===== src/rtl/pipe_hazard_ctrl_if.sv =====
// pipe_hazard_ctrl_if: hazard inputs from the D/E stages and stall/flush/perf outputs to the pipeline
interface pipe_hazard_ctrl_if #(
    parameter int REG_AW = 5,
    parameter int CNT_W  = 32
);
    logic              i_mem_stall;
    logic              i_e_mc_start;
    logic              i_e_redirect;
    logic              i_e_is_load;
    logic [REG_AW-1:0] i_e_rd;
    logic [REG_AW-1:0] i_d_rs1;
    logic [REG_AW-1:0] i_d_rs2;
    logic              i_d_use_rs1;
    logic              i_d_use_rs2;
    logic              o_pc_en;
    logic              o_en_fd;
    logic              o_en_de;
    logic              o_en_em;
    logic              o_flush_fd;
    logic              o_flush_de;
    logic              o_flush_em;
    logic              o_mc_busy;
    logic [CNT_W-1:0]  o_perf_stall;
    logic [CNT_W-1:0]  o_perf_flush;

    modport master (
        output i_mem_stall, i_e_mc_start, i_e_redirect, i_e_is_load, i_e_rd,
               i_d_rs1, i_d_rs2, i_d_use_rs1, i_d_use_rs2,
        input  o_pc_en, o_en_fd, o_en_de, o_en_em, o_flush_fd, o_flush_de, o_flush_em,
               o_mc_busy, o_perf_stall, o_perf_flush
    );

    modport slave (
        input  i_mem_stall, i_e_mc_start, i_e_redirect, i_e_is_load, i_e_rd,
               i_d_rs1, i_d_rs2, i_d_use_rs1, i_d_use_rs2,
        output o_pc_en, o_en_fd, o_en_de, o_en_em, o_flush_fd, o_flush_de, o_flush_em,
               o_mc_busy, o_perf_stall, o_perf_flush
    );
endinterface


===== src/rtl/pipe_hazard_ctrl.sv =====
// pipe_hazard_ctrl: stall/flush controller for the F/D, D/E and E/M registers and the PC
module pipe_hazard_ctrl #(
    parameter int MC_LAT = 4,
    parameter int REG_AW = 5,
    parameter int CNT_W  = 32
) (
    input logic               clk,
    input logic               n_rst,
    pipe_hazard_ctrl_if.slave bus
);
    localparam int MCW = $clog2(MC_LAT);

    typedef enum logic {IDLE, BUSY} state_t;

    state_t            state_q, state_d;
    logic [MCW-1:0]    mc_cnt_q, mc_cnt_d;
    logic [CNT_W-1:0]  perf_stall_q, perf_stall_d;
    logic [CNT_W-1:0]  perf_flush_q, perf_flush_d;
    logic [REG_AW-1:0] e_rd;
    logic              mc_stall, load_use;
    logic [6:0]        ctl;

    assign e_rd     = bus.i_e_rd;
    assign mc_stall = (state_q == IDLE) ? bus.i_e_mc_start : (mc_cnt_q != '0);
    assign load_use = bus.i_e_is_load && (e_rd != '0) &&
                      ((bus.i_d_use_rs1 && bus.i_d_rs1 == e_rd) ||
                       (bus.i_d_use_rs2 && bus.i_d_rs2 == e_rd));

    // {pc_en, en_fd, en_de, en_em, flush_fd, flush_de, flush_em}
    assign ctl = (!n_rst || bus.i_mem_stall) ? 7'b0000000 :
                 mc_stall                    ? 7'b0001001 :
                 bus.i_e_redirect            ? 7'b1111110 :
                 load_use                    ? 7'b0011010 :
                                               7'b1111000;

    assign {bus.o_pc_en, bus.o_en_fd, bus.o_en_de, bus.o_en_em,
            bus.o_flush_fd, bus.o_flush_de, bus.o_flush_em} = ctl;
    assign bus.o_mc_busy    = n_rst && (state_q == BUSY);
    assign bus.o_perf_stall = perf_stall_q;
    assign bus.o_perf_flush = perf_flush_q;

    // mem_stall freezes the sequencer; BUSY with mc_cnt==0 is the release cycle
    always_comb begin
        state_d  = state_q;
        mc_cnt_d = mc_cnt_q;
        if (!bus.i_mem_stall && state_q == IDLE && bus.i_e_mc_start) begin
            state_d  = BUSY;
            mc_cnt_d = MCW'(MC_LAT - 2);
        end else if (!bus.i_mem_stall && state_q == BUSY) begin
            mc_cnt_d = (mc_cnt_q != '0) ? mc_cnt_q - MCW'(1) : mc_cnt_q;
            state_d  = (mc_cnt_q != '0) ? BUSY : IDLE;
        end
        perf_stall_d = perf_stall_q + CNT_W'(!ctl[6] && !(&perf_stall_q));
        perf_flush_d = perf_flush_q + CNT_W'((|ctl[2:0]) && !(&perf_flush_q));
    end

    always_ff @(posedge clk) begin
        if (!n_rst) begin
            state_q      <= IDLE;
            mc_cnt_q     <= '0;
            perf_stall_q <= '0;
            perf_flush_q <= '0;
        end else begin
            state_q      <= state_d;
            mc_cnt_q     <= mc_cnt_d;
            perf_stall_q <= perf_stall_d;
            perf_flush_q <= perf_flush_d;
        end
    end
endmodule


===== src/flat_wrapper.sv =====
// flat-port wrapper written by rule: the top's interface ports become plain ports
module pipe_hazard_ctrl_flat 
#(
    parameter int MC_LAT = 4,
    parameter int REG_AW = 5,
    parameter int CNT_W  = 32
)
  (clk, n_rst, bus_i_mem_stall, bus_i_e_mc_start, bus_i_e_redirect, bus_i_e_is_load, bus_i_e_rd, bus_i_d_rs1, bus_i_d_rs2, bus_i_d_use_rs1, bus_i_d_use_rs2, bus_o_pc_en, bus_o_en_fd, bus_o_en_de, bus_o_en_em, bus_o_flush_fd, bus_o_flush_de, bus_o_flush_em, bus_o_mc_busy, bus_o_perf_stall, bus_o_perf_flush);
  pipe_hazard_ctrl_if #(.REG_AW(REG_AW), .CNT_W(CNT_W)) bus_i ();
  input logic clk;
  input logic n_rst;
  input wire logic [$bits(bus_i.i_mem_stall)-1:0] bus_i_mem_stall;
  input wire logic [$bits(bus_i.i_e_mc_start)-1:0] bus_i_e_mc_start;
  input wire logic [$bits(bus_i.i_e_redirect)-1:0] bus_i_e_redirect;
  input wire logic [$bits(bus_i.i_e_is_load)-1:0] bus_i_e_is_load;
  input wire logic [$bits(bus_i.i_e_rd)-1:0] bus_i_e_rd;
  input wire logic [$bits(bus_i.i_d_rs1)-1:0] bus_i_d_rs1;
  input wire logic [$bits(bus_i.i_d_rs2)-1:0] bus_i_d_rs2;
  input wire logic [$bits(bus_i.i_d_use_rs1)-1:0] bus_i_d_use_rs1;
  input wire logic [$bits(bus_i.i_d_use_rs2)-1:0] bus_i_d_use_rs2;
  output wire logic [$bits(bus_i.o_pc_en)-1:0] bus_o_pc_en;
  output wire logic [$bits(bus_i.o_en_fd)-1:0] bus_o_en_fd;
  output wire logic [$bits(bus_i.o_en_de)-1:0] bus_o_en_de;
  output wire logic [$bits(bus_i.o_en_em)-1:0] bus_o_en_em;
  output wire logic [$bits(bus_i.o_flush_fd)-1:0] bus_o_flush_fd;
  output wire logic [$bits(bus_i.o_flush_de)-1:0] bus_o_flush_de;
  output wire logic [$bits(bus_i.o_flush_em)-1:0] bus_o_flush_em;
  output wire logic [$bits(bus_i.o_mc_busy)-1:0] bus_o_mc_busy;
  output wire logic [$bits(bus_i.o_perf_stall)-1:0] bus_o_perf_stall;
  output wire logic [$bits(bus_i.o_perf_flush)-1:0] bus_o_perf_flush;
  assign bus_i.i_mem_stall = bus_i_mem_stall;
  assign bus_i.i_e_mc_start = bus_i_e_mc_start;
  assign bus_i.i_e_redirect = bus_i_e_redirect;
  assign bus_i.i_e_is_load = bus_i_e_is_load;
  assign bus_i.i_e_rd = bus_i_e_rd;
  assign bus_i.i_d_rs1 = bus_i_d_rs1;
  assign bus_i.i_d_rs2 = bus_i_d_rs2;
  assign bus_i.i_d_use_rs1 = bus_i_d_use_rs1;
  assign bus_i.i_d_use_rs2 = bus_i_d_use_rs2;
  assign bus_o_pc_en = bus_i.o_pc_en;
  assign bus_o_en_fd = bus_i.o_en_fd;
  assign bus_o_en_de = bus_i.o_en_de;
  assign bus_o_en_em = bus_i.o_en_em;
  assign bus_o_flush_fd = bus_i.o_flush_fd;
  assign bus_o_flush_de = bus_i.o_flush_de;
  assign bus_o_flush_em = bus_i.o_flush_em;
  assign bus_o_mc_busy = bus_i.o_mc_busy;
  assign bus_o_perf_stall = bus_i.o_perf_stall;
  assign bus_o_perf_flush = bus_i.o_perf_flush;
  pipe_hazard_ctrl #(.MC_LAT(MC_LAT), .REG_AW(REG_AW), .CNT_W(CNT_W)) u_core (.clk(clk), .n_rst(n_rst), .bus(bus_i));
endmodule

===== config.mk =====
export PLATFORM = sky130hd
export DESIGN_NAME = pipe_hazard_ctrl_flat
export DESIGN_NICKNAME = d
export VERILOG_FILES = /design/src/rtl/pipe_hazard_ctrl_if.sv /design/src/rtl/pipe_hazard_ctrl.sv /design/src/flat_wrapper.sv
export SDC_FILE = /design/constraint.sdc
export NUM_CORES = 1
export LEC_CHECK = 0
export CORE_MARGIN = 2
export CORE_UTILIZATION = 51
export DETAILED_ROUTE_END_ITERATION = 16
export DONT_BUFFER_PORTS = 1
export GPL_ROUTABILITY_DRIVEN = 1
export HOLD_SLACK_MARGIN = 0.1
export PLACE_DENSITY = 0.66
export SETUP_SLACK_MARGIN = 0.2
export SKIP_CTS_REPAIR_TIMING = 1
export SYNTH_ARGS = -nofsm -noshare
export SYNTH_HDL_FRONTEND = slang
export SYNTH_SLANG_ARGS = --single-unit

===== constraint.sdc =====
create_clock -name clk -period 5.46 [get_ports clk]
set_input_delay 1.092 -clock clk [delete_from_list [all_inputs] [get_ports clk]]
set_output_delay 1.092 -clock clk [all_outputs]
set_load 0.03 [all_outputs]

==> impl_metrics.ini <==
[sta]
max_freq_mhz = 243
tightest_slew_ps = 1060
report.final.slew_viol_count = 0
hold_viol = 0
finClkSkew_ps = 9.10
slew_headroom = 0.291
fin_crit_sh = 0.755
fin_ws_ps = 1340
worst_hold_slack_ps = 532
finalSetupViolCount = 0
rsz0062_at_grt = false
setup-tns-final_ps = 0
finalWorstPathRequiredPeriod_ps = 4120

[synth]
netlist_instances = 367
yosys_warnings = 0
yosysSeqAreaShare = 0.413
synth_top_area_share = 0.413
synth_edf_count = 0
ys.flop_type = dfxtp_1
yosysUniqueCellTypes = 45
synth.most_common_cell = dfxtp_1
yosys.area.top_type = dfxtp_1
async_flop_share = 0
synth_nets = 394
syn_area_mm2 = 0.00325
synth.avg_cell_area_um2 = 8.85
synth_area_leaders = dfxtp_1 41%, xor2_1 9.7%, xnor2_1 7.8%, nor2_1 7.5%, nand3_1 3.5%
synth_seq_cells = 67
synth_top_cells_by_count = 67 x dfxtp_1, 65 x nor2_1, 36 x xor2_1, 29 x xnor2_1, 23 x nand3_1

[setup_path]
crit_slowest_cell = a21boi_0
path_cells = xor2_1 > nor4_1 > and3_1 > o221ai_1 > a21boi_0
r2r_cells = 11
r2r_start = u_core.bus.o_perf_flush[8]
crit_family = compound AO/OA/AOI/OAI gates
crit_path_start_kind = input pin
critPathMaxFanout = 4
worst-endpoint-required_ps = 4370
rr_endpoint = u_core.bus.o_perf_flush[19]
crit_path_end_kind = primary output
arrival_ps = 3030
reg2reg_slack_ps = 2030
path_class = input pin to primary output
worst-path-buf-inv = 0
cp_slowest_stage_delay_ps = 880

[final_layout]
nNetsFinal = 395
seqCellArea_mm2 = 0.00134
antenna_cells = 0
area_delta_synth_final_pct = 9.55
multi_input_area_mm2 = 0.00182
layout-drive-gt1-share = 0.0912
fin_util = 0.570
instances_no_fill = 450
n_fill_cell = 564

[placement]
post-place-cells = 434
gp_congestion = 0.786
pre_cts_ws_ps = 1380
hpwl_mm = 4.77
port_buffers = 0

[route]
drt_iter0_drc = 87
vias = 2512
dr.pass1.iters = 4
wl_per_cell_um = 15.1
wirelength_mm = 6.80
drc = 0
antenna_left = 0
viasPerCell = 5.58

[die]
coreArea_mm2 = 0.00624
dieArea_mm2 = 0.00702
start_util = 0.520
ios = 95
chipHeight_um = 83.8
rows = 29
fp.dieW_um = 83.8

[min_path]
hold_class = flop to flop
hold_start = u_core.mc_cnt_q[0]
hold_end = u_core.mc_cnt_q[0]
whs_path_depth = 2

[pwr]
p_per_area_mw_per_mm2 = 301
worst_ir_drop_vdd_v = 0.000184
p_leak_uw = 0.00122

[clock_network]
worstSkewPairLatency_ps = 340
htreeDepth = 3
cts_buffers = 9
clkTransAtPathRegs_ps = 60
clock_path_buffers = 2
tritoncts = built
root_buffer = clkbuf_8
clock_sinks = 67

[global_route]
grt_pass1_vias = 2319
grt_overflow = 0
grt_max_degree = 63
antenna_found_initial = 0
grt_usage = 0.198
grt_pass1_wl_mm = 11.3

[run]
drv_cap = 0

[outcome]
status = finished clean
[sequential cells by signal, indices dropped and copies added, names as in the netlist]
register	count
u_core.state_q	1
u_core.bus.o_perf_stall	32
u_core.bus.o_perf_flush	32
u_core.mc_cnt_q	2
[worst min-delay path, delay by kind of cell, from the launching register on]
family,cells,cell delay (ps)
flops,1,340
compound gates,2,140
[where the power goes]
part           leakage, uW  internal, uW  switching [uW]
clock network     0.000133           340             184
registers         0.000541           494            14.9
logic             0.000546          13.2            24.3
[cells by family after synthesis]
logic type	Yosys count	synth area share
AO/OA/AOI/OAI	24	0.0431
XOR/XNOR	65	0.175
adder cells (fa/ha/maj)	4	0.0154
buffers and inverters	19	0.0258
flip-flops	67	0.413
AND/OR/NAND/NOR	188	0.327
[how the worst max path moves through the flow]
stage,from,to,slack [ps],cells after the start
floorplan,bus_i_mem_stall,bus_o_flush_de,1790,3
global placement,bus_i_e_rd[1],bus_o_flush_de,1510,5
detailed placement,bus_i_e_rd[1],u_core.bus.o_perf_stall[15],1380,11
CTS,bus_i_e_rd[1],bus_o_flush_de,1380,5
global route,bus_i_e_rd[1],bus_o_flush_de,1280,5
finish,bus_i_e_rd[1],bus_o_flush_de,1340,5
[cell type report]
cell class	count	area share
clock buffer	12	0.0464
multi-input combinational	281	0.512
clock inverter	4	0.0267
inverter	8	0.00844
tap	77	0.0271
timing repair buffer	1	0.00211
sequential	67	0.377
[stage by stage]
step	area (um2)	power [uW]
2_1_floorplan	3250	550
3_3_place_gp	3300	557
3_5_place_dp	3300	557
4_1_cts	3560	1080
5_1_grt	3560	1110
6_report	3560	1070
[placed cells by master (no fill, tap or decap), types with 6 or more instances in the layout]
cell type	count
nand2_1	19
nor4_2	7
xnor2_1	29
xor2_1	36
and2_1	7
a21oi_1	10
and4_1	7
and3_1	9
nand3_1	23
nand4_1	16
dfxtp_1	67
nor3_1	9
nor2_1	65
clkbuf_8	12
inv_1	6
[metal layers]
metal  up-vias  track usage  share of wire
met3         9       0.0603          0.071
met1      1155        0.280           0.48
li1       1264            -              -
met5         -            0              0
met2        84        0.280           0.44
met4         0       0.0836          0.015
No activity file was read; power rests on OpenSTA's default activity.
